$ cat src/rtl/tlul_ahb_pkg.sv
// Shared types and constants for the TL-UL to AHB-Lite write bridge.
// Latency: n/a (type and constant definitions only).
// Backpressure: n/a.
package tlul_ahb_pkg;

  // TL-UL A-channel opcodes the bridge recognises
  typedef enum logic [2:0] {
    PUT_FULL    = 3'd0,
    PUT_PARTIAL = 3'd1,
    GET         = 3'd4
  } tl_a_op_e;

  // TL-UL D-channel response opcodes
  typedef enum logic [2:0] {
    ACCESS_ACK      = 3'd0,
    ACCESS_ACK_DATA = 3'd1
  } tl_d_op_e;

  // AHB-Lite transfer types
  typedef enum logic [1:0] {
    HT_IDLE   = 2'd0,
    HT_BUSY   = 2'd1,
    HT_NONSEQ = 2'd2,
    HT_SEQ    = 2'd3
  } htrans_e;

  // Bridge sequencing: accept, AHB address phase, AHB data phase, TL response
  typedef enum logic [1:0] {
    ST_IDLE = 2'd0,
    ST_ADDR = 2'd1,
    ST_DATA = 2'd2,
    ST_RESP = 2'd3
  } bridge_state_e;

  // The only transfer size the slave supports: one 32-bit word
  localparam logic [2:0] HSIZE_WORD   = 3'b010;
  localparam logic [1:0] TL_SIZE_WORD = 2'd2;
  localparam logic [3:0] MASK_FULL    = 4'hF;

endpackage

$ cat src/rtl/tlul_req_check.sv
// Classifies a TL-UL A request as legal (full aligned word write) or illegal.
// Latency: purely combinational, zero cycles.
// Backpressure: none; the caller samples the result on its own handshake.
module tlul_req_check
  import tlul_ahb_pkg::*;
(
  input  logic [2:0] opcode_i,
  input  logic [1:0] size_i,
  input  logic [1:0] addr_lo_i,
  input  logic [3:0] mask_i,
  output logic       illegal_o,
  output logic [2:0] rsp_op_o
);

  logic is_put;
  logic word_ok;

  // The slave has no byte strobes, so only full aligned words may pass.
  // PutPartialData is tolerated only when it is effectively a full write.
  assign is_put    = (opcode_i == PUT_FULL) || (opcode_i == PUT_PARTIAL);
  assign word_ok   = (size_i == TL_SIZE_WORD) && (addr_lo_i == 2'b00) &&
                     (mask_i == MASK_FULL);
  assign illegal_o = !(is_put && word_ok);

  // A rejected Get still expects a data-carrying response opcode.
  assign rsp_op_o  = (opcode_i == GET) ? ACCESS_ACK_DATA : ACCESS_ACK;

endmodule

$ cat src/rtl/tlul_ahb_write_bridge.sv
// Converts one TL-UL word write into one AHB-Lite write; illegal requests are answered locally.
// Latency: accept at edge N, ADDR in N+1, DATA in N+2, response valid in N+3 (no stalls).
// Backpressure: HREADY low stalls ADDR/DATA; d_ready low stalls RESP; a_ready only in IDLE.
// Optional: define TLUL_AHB_BRIDGE_TIMEOUT_EN to abort a phase after TIMEOUT_CYCLES HREADY-low cycles.
module tlul_ahb_write_bridge
  import tlul_ahb_pkg::*;
#(
  parameter int SRC_W          = 8,
  parameter int ADDR_W         = 32,
  parameter int TIMEOUT_CYCLES = 16
) (
  input  logic              HCLK,
  input  logic              HRESET,
  // TL-UL A channel
  input  logic              a_valid,
  output logic              a_ready,
  input  logic [2:0]        a_opcode,
  input  logic [1:0]        a_size,
  input  logic [SRC_W-1:0]  a_source,
  input  logic [ADDR_W-1:0] a_address,
  input  logic [31:0]       a_data,
  input  logic [3:0]        a_mask,
  // TL-UL D channel
  output logic              d_valid,
  input  logic              d_ready,
  output logic [2:0]        d_opcode,
  output logic [SRC_W-1:0]  d_source,
  output logic              d_error,
  // AHB-Lite master
  output logic              HSEL,
  output logic              HWRITE,
  output logic [1:0]        HTRANS,
  output logic [2:0]        HSIZE,
  output logic [ADDR_W-1:0] HADDR,
  output logic [31:0]       HWDATA,
  input  logic              HREADY
);

  bridge_state_e     state_q, state_d;
  logic [ADDR_W-1:0] addr_q, addr_d;
  logic [31:0]       data_q, data_d;
  logic [SRC_W-1:0]  src_q, src_d;
  logic [2:0]        dop_q, dop_d;
  logic              derr_q, derr_d;

  logic              chk_illegal;
  logic [2:0]        chk_op;
  logic              tmo_hit;

  tlul_req_check u_req_check (
    .opcode_i  (a_opcode),
    .size_i    (a_size),
    .addr_lo_i (a_address[1:0]),
    .mask_i    (a_mask),
    .illegal_o (chk_illegal),
    .rsp_op_o  (chk_op)
  );

`ifdef TLUL_AHB_BRIDGE_TIMEOUT_EN
  localparam int CNT_W = $clog2(TIMEOUT_CYCLES + 1);

  logic [CNT_W-1:0] cnt_q;
  logic             stalled;

  assign stalled = ((state_q == ST_ADDR) || (state_q == ST_DATA)) && !HREADY;
  // Last allowed stall cycle: the edge that would make the count reach the limit aborts.
  assign tmo_hit = stalled && (cnt_q == CNT_W'(TIMEOUT_CYCLES - 1));

  // Stall counter: restarts on every state change, counts HREADY-low cycles in a phase
  always_ff @(posedge HCLK or posedge HRESET) begin
    if (HRESET) begin
      cnt_q <= '0;
    end else if (state_d != state_q) begin
      cnt_q <= '0;
    end else if (stalled) begin
      cnt_q <= cnt_q + 1'b1;
    end
  end
`else
  logic unused_timeout;

  // Without the watchdog the bridge waits on HREADY forever.
  assign tmo_hit        = 1'b0;
  assign unused_timeout = ^TIMEOUT_CYCLES;
`endif

  // State and transaction context registers
  always_ff @(posedge HCLK or posedge HRESET) begin
    if (HRESET) begin
      state_q <= ST_IDLE;
      addr_q  <= '0;
      data_q  <= '0;
      src_q   <= '0;
      dop_q   <= '0;
      derr_q  <= 1'b0;
    end else begin
      state_q <= state_d;
      addr_q  <= addr_d;
      data_q  <= data_d;
      src_q   <= src_d;
      dop_q   <= dop_d;
      derr_q  <= derr_d;
    end
  end

  // Next-state and output decode; outputs are idle unless the state drives them
  always_comb begin
    state_d  = state_q;
    addr_d   = addr_q;
    data_d   = data_q;
    src_d    = src_q;
    dop_d    = dop_q;
    derr_d   = derr_q;

    a_ready  = 1'b0;
    d_valid  = 1'b0;
    d_opcode = '0;
    d_source = '0;
    d_error  = 1'b0;
    HSEL     = 1'b0;
    HWRITE   = 1'b0;
    HTRANS   = HT_IDLE;
    HSIZE    = '0;
    HADDR    = '0;
    HWDATA   = '0;

    unique case (state_q)
      ST_IDLE: begin
        a_ready = !HRESET;
        if (a_valid && a_ready) begin
          addr_d = a_address;
          data_d = a_data;
          src_d  = a_source;
          dop_d  = chk_op;
          derr_d = chk_illegal;
          // Illegal requests skip the bus entirely and are answered locally
          state_d = chk_illegal ? ST_RESP : ST_ADDR;
        end
      end

      ST_ADDR: begin
        HSEL   = 1'b1;
        HWRITE = 1'b1;
        HTRANS = HT_NONSEQ;
        HSIZE  = HSIZE_WORD;
        HADDR  = addr_q;
        if (HREADY) begin
          state_d = ST_DATA;
        end else if (tmo_hit) begin
          state_d = ST_RESP;
          derr_d  = 1'b1;
          dop_d   = ACCESS_ACK;
        end
      end

      ST_DATA: begin
        HWDATA = data_q;
        if (HREADY) begin
          state_d = ST_RESP;
          derr_d  = 1'b0;
          dop_d   = ACCESS_ACK;
        end else if (tmo_hit) begin
          state_d = ST_RESP;
          derr_d  = 1'b1;
          dop_d   = ACCESS_ACK;
        end
      end

      ST_RESP: begin
        d_valid  = 1'b1;
        d_source = src_q;
        d_opcode = dop_q;
        d_error  = derr_q;
        if (d_ready) begin
          state_d = ST_IDLE;
        end
      end

      default: state_d = ST_IDLE;
    endcase
  end

endmodule
$ cat config.mk
export PLATFORM = sky130hd
export DESIGN_NAME = tlul_ahb_write_bridge
export DESIGN_NICKNAME = d
export VERILOG_FILES = /design/src/rtl/tlul_ahb_pkg.sv /design/src/rtl/tlul_req_check.sv /design/src/rtl/tlul_ahb_write_bridge.sv
export SDC_FILE = /design/constraint.sdc
export NUM_CORES = 1
export LEC_CHECK = 0
export BUFFER_PORTS_ARGS = -buffer_cell sky130_fd_sc_hd__buf_4
export CAP_MARGIN = 20
export CORE_UTILIZATION = 43
export DETAILED_ROUTE_END_ITERATION = 10
export PLACE_DENSITY = 0.77
export SETUP_SLACK_MARGIN = 0.3
export SYNTH_ARGS = -nofsm -noshare
export SYNTH_HDL_FRONTEND = slang
export SYNTH_SLANG_ARGS = --single-unit
$ cat constraint.sdc
create_clock -name HCLK -period 2.1 [get_ports HCLK]
set_clock_uncertainty 0.1 [all_clocks]
set_input_delay 0.105 -clock HCLK [delete_from_list [all_inputs] [get_ports HCLK]]
set_output_delay 0.105 -clock HCLK [all_outputs]
set_load 0.005 [all_outputs]
; ---- Word level (Yosys, flattened, before mapping)
; Index checks and enable logic that the tools add are counted.
[op_classes]
n_eq_ne = 11
muxes = 23
n_reduce_logical = 14
[ops]
columns = operator, count
row1 = $mux W32, 2
row2 = $mux W2, 7
row3 = $mux W3, 3
row4 = $mux W8, 1
row5 = $ne A2 B2 Y1 const B, 4
row6 = $pmux W2 S4, 1
row7 = $mux W1, 7
row8 = $eq A2 B2 Y1 const B, 3
row9 = $pmux W3 S2, 1
row10 = $eq A4 B4 Y1 const B, 1
row11 = $logic_and A1 B1 Y1, 4
row12 = $logic_not A2 Y1, 2
row13 = $reduce_and A4 Y1, 1
row14 = $eq A3 B1 Y1 const B, 1
row15 = $eq A3 B3 Y1 const B, 1
row16 = $logic_not A3 Y1, 1
row17 = $reduce_and A3 Y1, 1
row18 = $eq A2 B1 Y1 const B, 1
row19 = $logic_not A1 Y1, 2
row20 = $pmux W1 S2, 1
row21 = $reduce_and A2 Y1, 1
row22 = $reduce_bool A2 Y1, 1
row23 = $logic_or A1 B1 Y1, 1
[totals]
in_bits = 86
register_bits = 78
out_inout_bits = 85
elab_cells = 54

; ---- Depth between registers and ports, before layout
[depth]
word_depth = 7
ltp_mapped = 6
ltp_nobuf = 5

; ---- Cells and area by module
; From an unflattened synthesis, not the netlist that was laid out.
[unflattened]
hier_cells = 284
hier_area_um2 = 3699.8
[by_module_without_submodules]
columns = module, seq_area_each_um2, area_each_um2, n_inst, cells_each
row1 = tlul_ahb_write_bridge, 1951.9, 3649.8, 1, 277
row2 = tlul_req_check, 0.0, 50.0, 1, 7

; ---- Least setup slack after synthesis
; Ideal clock, no wire load.
[synth_timing]
path_kind = flip-flop to flip-flop
from = register state_q[0]
to = register addr_q[0]
path_stages_with_launch = 7
path_slack_ps = 401
synth_period_minus_slack_ps = 1699
setup_time_ps = 125
n_path_buf = 2
required_time_ps = 1875
arrival_time_ps = 1474
path_cell_list = dfrtp_1 inv_1 ha_1 nand3b_1 buf_4 buf_6 mux2_4
[synth_between]
elab_chain_cells = 2
[synth_lines]
columns = item, line
row1 = "start, declared", tlul_ahb_write_bridge.sv:39  ; bridge_state_e state_q, state_d;
row2 = "start signal, assigned", tlul_ahb_write_bridge.sv:97  ; state_q <= state_d;
row3 = $logic_not A2 Y1, tlul_ahb_write_bridge.sv:127  ; unique case (state_q)
row4 = $reduce_and A2 Y1 (no line), n/a
row5 = "end signal, assigned", tlul_ahb_write_bridge.sv:98  ; addr_q <= addr_d;
row6 = "end, declared", tlul_ahb_write_bridge.sv:40  ; logic [ADDR_W-1:0] addr_q, addr_d;
; No other way between the ends.
; A chain may end at the register's enable or synchronous reset.

; ---- Final worst setup path
[layout_timing]
from = register state_q[0]
to = register data_q[13]
[layout_between]
elab_chain_cells = 2
[layout_lines]
columns = item, line
row1 = $logic_not A2 Y1, tlul_ahb_write_bridge.sv:127
row2 = $reduce_and A2 Y1 (no line), n/a
row3 = "end signal, assigned", tlul_ahb_write_bridge.sv:99  ; data_q <= data_d;
row4 = "end, declared", tlul_ahb_write_bridge.sv:41  ; logic [31:0] data_q, data_d;
; No other way between the ends.

==> impl_metrics.tcl <==
set metrics [dict create \
    ys_top_cells_by_area "dfrtp_1, mux2_4, and2_1, buf_6, buf_4" \
    vias 3017 \
    portBuffers 165 \
    grt_pass1_vias 3226 \
    drc 0 \
    start_util_pct 44.45 \
    wl_um 10570 \
    fmax_mhz 567.5 \
    critical_path_required_ns 2.23 \
    yosysSeqAreaShare_pct 49.06 \
    outcome "complete, no violations" \
    drt_iter0_drc 99 \
    worst_pin_slew_ns 0.6755 \
    first_pass_iters 4 \
    rows 34 \
    place_area_um2 5185 \
    synth_area_per_cell_um2 13.79 \
    grt_pass1_wl_um 16040 \
    clk_latency_ns 0.34 \
    synth_seq_cells 76 \
    clkTransAtPathRegs_ns 0.08 \
    fin_area_um2 6282 \
    cts-root-buf "clkbuf_8" \
    path_class "flop to flop" \
    maxSlewHeadroom_pct 54.87 \
    fin_tns_setup_ns 0 \
    slew_violations 0 \
    cts_made_buffers 9 \
    mostFrequentLayoutCells "buf_4, dfrtp_1, and2_1, dlygate4sd3_1, mux2_4" \
    worstPathMaxFanout 14 \
    die_h_um 96.95 \
    ys_warn_count 0 \
    hp-class "primary input to flop" \
    grt_use_total_pct 21.61 \
    dp_hpwl_um 6145 \
    syn_to_final_growth_pct 62.07 \
    hold_slack_ns 0.06846 \
    final_common_cell "buf_4" \
    fp.dieW_um 96.95 \
    period_needed_ns 1.762 \
    syn_inst 281 \
    cap_viol_max_count 0 \
    io-pin-count 171 \
    core_area_um2 8721 \
    wl_per_cell_um 16.54 \
    grt_max_degree 38 \
    clock_sinks 76 \
    place.gp.congestion 0.7719 \
    finalSetupViolations 0 \
    cts_tree "built" \
    power_density_nw_per_um2 1176 \
    synth_area_um2 3876 \
    crit_arrival_ns 1.89 \
    layout.nets 617 \
    diodes 0 \
    timing.final.crit_share_pct 83.91 \
    clock_path_buffers 2 \
    die-area_um2 9398 \
    antenna_found_initial 0 \
    synth_top_area_share_pct 49.06 \
    p_leak_nw 3.308 \
    cts_max_level 3 \
    viasPerCell 4.721 \
    ir_drop_v 0.0005731 \
    drive_gt1_share_pct 51.22 \
    detail-route-antenna-nets 0 \
    setup.worst_path.start_class "flop" \
    synth_cell_types 27 \
    overflow 0 \
    utilization_pct 72.04 \
    synth.largest_area_cell "dfrtp_1" \
    rsz0062_at_grt "true" \
    end_kind "flop" \
    final-hold-violation-count 0 \
]
[cells by family after synthesis]
| logic type | after synthesis | synth area share, % |
|---|---|---|
| fa+ha+maj | 5 | 1.614 |
| other cells | 1 | 0.09674 |
| flops | 76 | 49.06 |
| mux | 74 | 28.21 |
| buf+inv | 29 | 5.036 |
| simple gates | 88 | 14.23 |
| compound gates | 8 | 1.743 |
[worst max-delay path, cell delays in order, from the launching register on]
cell,delay (ns)
dfrtp_1,0.41
inv_2,0.10
ha_2,0.19
nand3b_1,0.16
buf_6,0.19
clkbuf_16,0.19
mux2_4,0.31
[cells in the mapped netlist]
master     number
o21ba_1         1
a31oi_1         1
mux2_4         70
buf_4           9
a21oi_1         1
nand3b_1        2
mux2i_1         2
and4_1          1
nand2b_1        2
o32a_1          1
nor2_1          4
a221oi_2        1
ha_1            5
mux2_1          2
and2_1         74
buf_6           7
nand3_1         1
inv_1           5
clkbuf_1        8
dfrtp_1        76
nor4b_1         1
a41o_1          1
conb_1          1
o22ai_1         1
nor2b_1         2
nand4bb_1       1
o21ai_0         1
[final cells by class]
cell class	count	area, um^2
clock inverter	4	47.55
timing repair buffer	254	2218
sequential	76	1902
fill	590	2439
tap	108	135.1
clock buffer	12	155.1
multi-input combinational	180	1802
inverter	5	22.52
[flip-flops by register name (all words and copies together), names as in the netlist]
signal,cells
state_q,2
src_q,8
derr_q,1
data_q,32
dop_q,1
addr_q,32
[metrics by stage]
step                      worst slack [ns]  total power, mW  instances
after floorplan                     0.4010            4.539        285
after global placement              0.3169            5.703        543
final                               0.3378            7.385        639
after detailed placement            0.2151            5.832        543
after global routing                0.2794            7.829        639
after CTS                           0.2838            7.192        634
[layer usage]
| layer | track usage (%) | routed length (um) | vias up | part of all wire [%] |
|---|---|---|---|---|
| li1 | - | - | 1411 | - |
| met1 | 25.12 | 4291 | 1472 | 41 |
| met2 | 39.54 | 5492 | 110 | 52 |
| met3 | 3.902 | 528 | 24 | 5.0 |
| met4 | 7.692 | 255 | 0 | 2.4 |
| met5 | 0 | 0 | - | 0 |
[worst paths after layout]
kind | endpoint | startpoint | slack [ns] | cells after the start
setup / recovery | data_q[13] | state_q[0] | 0.34 | 6
hold / removal | derr_q | HREADY | 0.07 | 4
setup reg to reg | data_q[13] | state_q[0] | 0.34 | 6
hold reg to reg | addr_q[22] | addr_q[22] | 0.40 | 1
max in group asynchronous | addr_q[23] | HRESET | 0.79 | 4
min in group asynchronous | data_q[16] | HRESET | 0.36 | 3
[power by group]
group / total, mW / switching (mW) / internal [mW]
Combinational: 3.64 / 1.24 / 2.40
Clock: 1.14 / 0.533 / 0.611
Sequential: 2.60 / 0.400 / 2.20
[repair_timing]
action                                 CTS  global route
hold buffers                            74             0
endpoints found under the hold margin  101             0
pin swaps                                1             0
setup buffers                            1             2
gates cloned                             0             3
gates resized for setup                  8             8
setup endpoints to repair               84           112
No activity file was read; power rests on OpenSTA's default activity.
